==> src/rtl/fifo_arb_pkg.sv <==
// Shared definitions for the FIFO write-port arbiter: FSM state encoding and
// a one-hot helper used to build grant/ack vectors from an index.
package fifo_arb_pkg;

    localparam logic ST_IDLE  = 1'b0;
    localparam logic ST_GRANT = 1'b1;

    typedef enum logic {
        S_IDLE  = ST_IDLE,
        S_GRANT = ST_GRANT
    } arb_state_e;

    localparam int ONEHOT_W = 32;

    // Bit idx set when idx is a legal index below n; all zeros otherwise.
    function automatic logic [ONEHOT_W-1:0] onehot(input int idx, input int n);
        logic [ONEHOT_W-1:0] v;
        v = '0;
        if (idx >= 0 && idx < n && idx < ONEHOT_W) begin
            v = ONEHOT_W'(1) << idx;
        end
        return v;
    endfunction

endpackage

==> src/rtl/fifo_rr_pick.sv <==
// Combinational round-robin picker: finds the first requester after last_i,
// wrapping from N-1 back to 0, so non-power-of-2 N works.
module fifo_rr_pick #(
    parameter int N  = 4,
    parameter int IW = (N > 1) ? $clog2(N) : 1
) (
    input  logic [N-1:0]  req_i,
    input  logic [IW-1:0] last_i,
    output logic          valid_o,
    output logic [IW-1:0] pick_o
);

    int idx;

    // Walk the candidates from farthest to nearest so the nearest match wins.
    always_comb begin
        valid_o = 1'b0;
        pick_o  = '0;
        idx     = 0;
        for (int k = N; k >= 1; k--) begin
            idx = int'(last_i) + k;
            if (idx >= N) begin
                idx = idx - N;
            end
            if (req_i[idx]) begin
                valid_o = 1'b1;
                pick_o  = IW'(idx);
            end
        end
    end

endmodule

==> src/rtl/fifo_wr_arbiter.sv <==
// Round-robin arbiter sharing the FIFO write port between N producers; grants
// bounded bursts, muxes the owner's word onto the write bus and stalls on full.
module fifo_wr_arbiter
    import fifo_arb_pkg::*;
#(
    parameter int N         = 4,
    parameter int W         = 4,
    parameter int MAX_BURST = 4
) (
    input  logic           clk_i,
    input  logic           reset_i,
    input  logic [N-1:0]   req_i,
    input  logic [N*W-1:0] data_in_i,
    input  logic           full_i,
    output logic [N-1:0]   gnt_o,
    output logic [N-1:0]   ack_o,
    output logic [W-1:0]   wrt_o,
    output logic           wrt_en_o
);

    localparam int IW = (N > 1) ? $clog2(N) : 1;
    localparam int BW = (MAX_BURST > 1) ? $clog2(MAX_BURST + 1) : 1;

    arb_state_e    state_q;
    logic [IW-1:0] owner_q;
    logic [IW-1:0] last_q;
    logic [BW-1:0] burst_q;

    logic          pick_valid;
    logic [IW-1:0] pick_idx;
    logic          in_grant;
    logic          owner_req;
    logic          push;
    logic          last_beat;
    logic [N-1:0]  owner_oh;

    fifo_rr_pick #(
        .N  (N),
        .IW (IW)
    ) u_pick (
        .req_i   (req_i),
        .last_i  (last_q),
        .valid_o (pick_valid),
        .pick_o  (pick_idx)
    );

    assign in_grant  = (state_q == S_GRANT);
    assign owner_req = req_i[owner_q];
    assign push      = in_grant & owner_req & ~full_i;
    assign last_beat = (burst_q == BW'(MAX_BURST - 1));
    assign owner_oh  = N'(onehot(int'(owner_q), N));

    // Outputs decode straight from state so an async reset clears them at once.
    assign gnt_o    = in_grant ? owner_oh : '0;
    assign ack_o    = push ? owner_oh : '0;
    assign wrt_en_o = push;
    assign wrt_o    = in_grant ? data_in_i[int'(owner_q)*W +: W] : '0;

    always_ff @(posedge clk_i or posedge reset_i) begin
        if (reset_i) begin
            state_q <= S_IDLE;
            owner_q <= '0;
            last_q  <= IW'(N - 1);
            burst_q <= '0;
        end else begin
            case (state_q)
                S_IDLE: begin
                    if (pick_valid) begin
                        owner_q <= pick_idx;
                        burst_q <= '0;
                        state_q <= S_GRANT;
                    end
                end
                S_GRANT: begin
                    // A dropped request releases even while the FIFO is full.
                    if (!owner_req || (push && last_beat)) begin
                        last_q  <= owner_q;
                        state_q <= S_IDLE;
                    end else if (push) begin
                        burst_q <= burst_q + 1'b1;
                    end
                end
                default: state_q <= S_IDLE;
            endcase
        end
    end

endmodule

==> config.mk <==
export PLATFORM = sky130hd
export DESIGN_NAME = fifo_wr_arbiter
export DESIGN_NICKNAME = d
export VERILOG_FILES = /design/src/rtl/fifo_arb_pkg.sv /design/src/rtl/fifo_rr_pick.sv /design/src/rtl/fifo_wr_arbiter.sv
export SDC_FILE = /design/constraint.sdc
export NUM_CORES = 1
export LEC_CHECK = 0
export CAP_MARGIN = 20
export CORE_AREA = 2 2 45 47
export DETAILED_ROUTE_END_ITERATION = 10
export DIE_AREA = 0 0 47 49
export PLACE_DENSITY = 0.82
export RECOVER_POWER = 100
export SETUP_SLACK_MARGIN = 0.2
export SYNTH_ARGS = -nofsm -noshare
export SYNTH_HDL_FRONTEND = slang
export SYNTH_SLANG_ARGS = --single-unit
export TNS_END_PERCENT = 10
==> constraint.sdc <==
create_clock -name clk_i -period 3.49 [get_ports clk_i]
set_input_delay 0.698 -clock clk_i [delete_from_list [all_inputs] [get_ports clk_i]]
set_output_delay 0.698 -clock clk_i [all_outputs]
set_load 0.05 [all_outputs]
=== Word level (Yosys, flattened, before mapping) ===
Index checks and enable logic that the tools add are counted.

* Output and inout port bits: 13
* Bits of input ports: 23
* Register bits: 8

* Order comparisons: 9
* Equality and inequality tests: 4
* Bitwise logic cells: 4
* Shift-type cells: 2
* Mux-type cells: 36
* Reductions and logical operators: 6
* $add $sub $neg: 9

{| class="wikitable"
|+ Operators by type and width
! operator !! number
|-
| greater-or-equal comparator 32 x 4 -> 1 bit (second input constant) || 4
|-
| less-than comparator 32 x 4 -> 1 bit (second input constant) || 4
|-
| 2-to-1 mux 32 bit || 4
|-
| subtractor 32 x 4 -> 32 bit (second input constant) || 4
|-
| indexed part select 16 x 5 -> 4 bit || 1
|-
| 2-to-1 mux 1 bit || 15
|-
| 2-to-1 mux 4 bit || 3
|-
| binary-select mux 1 bit (select 2 bit) || 5
|-
| 2-to-1 mux 3 bit || 3
|-
| 2-to-1 mux 2 bit || 4
|-
| adder 2 x 2 -> 3 bit (second input constant) || 2
|-
| case mux 3 bit (2 select lines) || 1
|-
| adder 2 x 3 -> 4 bit (second input constant) || 1
|-
| inequality test 2 bit (second input constant) || 2
|-
| AND reduction 2 bit || 2
|-
| left shift 1 x 2 -> 4 bit (first input constant) || 1
|-
| adder 2 x 1 -> 3 bit (second input constant) || 1
|-
| adder 3 x 1 -> 3 bit (second input constant) || 1
|-
| equality test 3 x 2 -> 1 bit (second input constant) || 1
|-
| less-than comparator 2 x 3 -> 1 bit (second input constant) || 1
|-
| AND reduction 3 bit || 1
|-
| AND 1 bit || 2
|-
| inequality test 2 x 1 -> 1 bit (second input constant) || 1
|-
| inverter 1 bit || 2
|-
| other kinds (4) || 4
|}

=== Longest topological paths before layout ===
* Depth in word-level cells: 12
* Mapped depth: 6
* Mapped depth without buffers: 6

=== By module ===
A second synthesis with hierarchy kept.

* Cell total of the unflattened synthesis: 76
* Area, all modules: 689.4 um^2

{| class="wikitable"
|+ By module, submodules not included
! module !! times used !! sequential area each (um^2) !! cells each !! area an instance (um^2)
|-
| fifo_wr_arbiter || 1 || 202.7 || 62 || 598.1
|-
| fifo_rr_pick || 1 || 0.0 || 14 || 91.3
|}

=== Worst setup path before layout ===
No wires, ideal clock.

* Path kind: input port to output port
* Start point: in full_i
* End point: out ack_o[0]
* Slack: 0.299 ns
* Arrival: 2.493 ns
* Stages on the path: 2
* Buffers on the path: 0
* Path through: nand2b_1 nor4b_1

* Longest elaborated chain between the ends: 3

{| class="wikitable"
|+ RTL lines
! element !! line !! text
|-
| from (decl) || fifo_wr_arbiter.sv:14 || <nowiki>input logic full_i,</nowiki>
|-
| inverter 1 bit || fifo_wr_arbiter.sv:49 || <nowiki>assign push = in_grant & owner_req & ~full_i;</nowiki>
|-
| AND 1 bit || fifo_wr_arbiter.sv:49 ||
|-
| 2-to-1 mux 4 bit || fifo_wr_arbiter.sv:55 || <nowiki>assign ack_o = push ? owner_oh : '0;</nowiki>
|-
| to (decl) || fifo_wr_arbiter.sv:16 || <nowiki>output logic [N-1:0] ack_o,</nowiki>
|}

Every way passes these cells.

=== Final worst setup path ===
* Start point: in data_in_i[14]
* End point: out wrt_o[2]

* Longest elaborated chain between the ends: 2

{| class="wikitable"
|+ RTL lines
! element !! line !! text
|-
| from (decl) || fifo_wr_arbiter.sv:13 || <nowiki>input logic [N*W-1:0] data_in_i,</nowiki>
|-
| indexed part select 16 x 5 -> 4 bit || fifo_wr_arbiter.sv:57 || <nowiki>assign wrt_o = in_grant ? data_in_i[int'(owner_q)*W +: W] : '0;</nowiki>
|-
| 2-to-1 mux 4 bit || fifo_wr_arbiter.sv:57 ||
|-
| to (decl) || fifo_wr_arbiter.sv:17 || <nowiki>output logic [W-1:0] wrt_o,</nowiki>
|}

Every way passes these cells.

==> impl_metrics.toml <==
[synth]
ys_types = 36
synth.avg_cell_area_um2 = 9.46
synth_edf_count = 0
synth_area_um2 = 728
synth_cells = 77
synth-main-ff-cell = "dfrtp_1"
yosysWarnings = 0
synth.area.top_cells = "dfrtp_1 (21%), mux4_2 (12%), dfstp_2 (7.2%)"
syn-num-nets = 102
ys_ff_latch = 8
yosysTopAreaCell = "dfrtp_1"
synth_top_area_share_pct = 20.6
synthArstFlopShare_pct = 100
ys_seq_area_share_pct = 27.8

[sta]
hold_violations = 0
worst_slew_pin_slew_ps = 599
fin_crit_sh_pct = 90.9
worst_slack_ps = 316
slew_headroom_pct = 60.2
grt_setup_unrepaired = "no"
final.setup.tns_ps = 0
slew_violations = 0
period_minus_slack_ps = 3170
clock-skew-final_ps = 1.53
max_freq_ghz = 0.315
setup_viol = 0

[floorplan]
io_pins = 36
start_util_pct = 39.5
die_x_um = 47
num_rows = 16
fp.coreArea_um2 = 1840
die_h_um = 49
die_area_um2 = 2300

[cts]
clkLatencyLatePin_ps = 250
cts_sinks = 8
cts_inserted_buffers = 3
clkTransAtPathRegs_ps = 50
post_cts_buffers = 0
htreeDepth = 1
cts_tree = "done"
clockBufferDepth = 2
cts_resized = 0
root_buffer = "clkbuf_4"
hold_buffers = 0

[place]
place_ws_ps = 355
numPortBuffers = 35
place_congestion = 0.736
dp_hpwl_um = 1500

[hold_path]
min_to = "burst_q[0]$_DFFE_PP0P_"
hold-path-cell-count = 1
hp-start = "burst_q[0]$_DFFE_PP0P_"
min_path_type = "reg2reg"

[global_routing]
antenna_found_initial = 0
overflow = 0
track_usage_pct = 17.3
grt_pass1_vias = 746
grt_max_degree = 17
grt_pass1_wl_um = 2960

[worst_setup_path]
timing.rr.end = "burst_q[1]$_DFFE_PP0P_"
cp_max_fo = 1
rrSetupSlack_ps = 1670
cp.arrival_ps = 2480
worstPathRequired_ps = 2790
start_kind = "primary input"
critPathKind = "in2out"
worst_setup_path_end_kind = "output port"
reg2reg_from = "owner_q[1]$_DFFE_PP0P_"
rr_worst_depth = 4

[route]
routedWlPerCell_um = 13.4
ant_nets = 0
drc = 0
drt_iter0_markers = 3
post_drt_via_cell_ratio = 5.17
wl_um = 1840
routed-via-count = 708
drtPass1Iterations = 2

[final_layout]
nets = 137
area_growth_syn_to_layout_pct = 49.3
layout-drive-gt1-share_pct = 10.9
diodes = 0
fill_cells = 180

[power_and_ir_drop]
internal_power_mw = 0.431
combPwrFrac_pct = 67.1
powerDensity_nw_per_um2 = 812
power.switching_mw = 0.452
vdd_drop_max_uv = 368
p_leak_nw = 0.492
pwr-share-clk_pct = 7.7
power_switching_share_pct = 51.2
seq_power_share_pct = 25.2
p_total_mw = 0.883

[run_status]
outcome = "finished clean"

[job]
cap_violations = 0
-- through the flow --
step                hold slack (ps)  util [%]  cell area, µm²  instances
floorplan                       452         -             728         77
global placement                472      58.6            1080        134
detailed placement              480      58.6            1080        134
CTS                             487      59.9            1100        137
global route                    506      59.0            1090        137
finish                          487      59.0            1090        137
-- worst max-delay path, cell delays in order --
cell,delay [ps]
clkdlybuf4s50_1,400
mux4_2,460
and2_1,160
dlygate4sd3_1,750
-- power groups by stage --
stage          Sequential (mW)  Combinational, mW  Clock [mW]
4_1_cts                  0.225              0.635      0.0729
6_report                 0.222              0.592      0.0682
5_1_grt                  0.234              0.638      0.0809
3_3_place_gp             0.222              0.618           0
3_5_place_dp             0.227              0.632           0
2_1_floorplan            0.165              0.524           0
-- area by class of cell --
type	count	area (µm²)	share of cell area (%)
well taps	27	33.8	3.11
flip-flops and latches	8	203	18.6
inverters	6	22.5	2.07
repair buffers	36	345	31.8
multi-input cells	57	460	42.3
clock buffers	3	22.5	2.07
-- placed cells by master, fill, tap and decap left out --
| cell type | netlist | layout |
|---|---|---|
| a21o_1 | 1 | 1 |
| a21oi_1 | 2 | 2 |
| a22o_1 | 1 | 1 |
| a2bb2oi_1 | 1 | 1 |
| a311oi_1 | 1 | 1 |
| a31oi_1 | 1 | 1 |
| and2_1 | 4 | 4 |
| and3_1 | 1 | 1 |
| and4_1 | 1 | 1 |
| and4b_1 | 1 | 1 |
| buf_4 | 1 | 1 |
| clkbuf_1 | 3 | 2 |
| clkbuf_4 | 0 | 3 |
| clkdlybuf4s50_1 | 0 | 19 |
| dfrtp_1 | 6 | 6 |
| dfstp_2 | 2 | 2 |
| dlygate4sd3_1 | 0 | 14 |
| ha_1 | 2 | 2 |
| inv_1 | 6 | 6 |
| mux2_1 | 1 | 2 |
| mux2_2 | 1 | 1 |
| mux2_4 | 2 | 1 |
| mux2i_1 | 4 | 5 |
| mux4_2 | 4 | 4 |
| nand2_1 | 9 | 9 |
| nand2b_1 | 3 | 3 |
| nor2_1 | 5 | 5 |
| nor3_1 | 2 | 2 |
| nor3b_1 | 1 | 1 |
| nor4b_1 | 1 | 1 |
| o21ai_0 | 2 | 2 |
| o21ai_1 | 1 | 1 |
| o22a_1 | 1 | 1 |
| o2bb2ai_1 | 1 | 1 |
| o32a_1 | 1 | 1 |
| or3_1 | 1 | 1 |
-- registers in the layout, summed over array words and instances, names as in the netlist --
register,count
burst_q,3
last_q,2
owner_q,2
in_grant,1
-- per-layer routing --
metal | share of wire (%) | GRT usage, % | vias up
li1 | - | - | 345
met2 | 51 | 32.0 | 31
met3 | 13 | 4.81 | 2
met1 | 35 | 16.9 | 330
met5 | 0 | 0 | -
met4 | 1.0 | 6.94 | 0
-- worst max-delay path by stage --
stage | from | end | slack, ps | depth (start not counted)
2_1_floorplan | full_i | ack_o[0] | 300 | 2
3_3_place_gp | data_in_i[10] | wrt_o[2] | 390 | 4
3_5_place_dp | data_in_i[14] | wrt_o[2] | 360 | 4
4_1_cts | data_in_i[14] | wrt_o[2] | 360 | 4
5_1_grt | req_i[1] | ack_o[1] | 260 | 4
6_report | data_in_i[14] | wrt_o[2] | 320 | 4
-- cells in the mapped netlist (2+ instances only) --
cell and count:
nand2_1 9, dfrtp_1 6, inv_1 6, nor2_1 5, and2_1 4, mux2i_1 4
mux4_2 4, clkbuf_1 3, nand2b_1 3, a21oi_1 2, dfstp_2 2, ha_1 2
mux2_4 2, nor3_1 2, o21ai_0 2
-- cells by family after synthesis --
logic type / synth area share (%)
buffers and inverters: 7.90
adders and majority gates: 3.44
AOI/OAI and AO/OA: 12.7
and+or+nand+nor: 21.1
DFF: 27.8
muxes: 27.0
(Power assumes the default switching activity.)
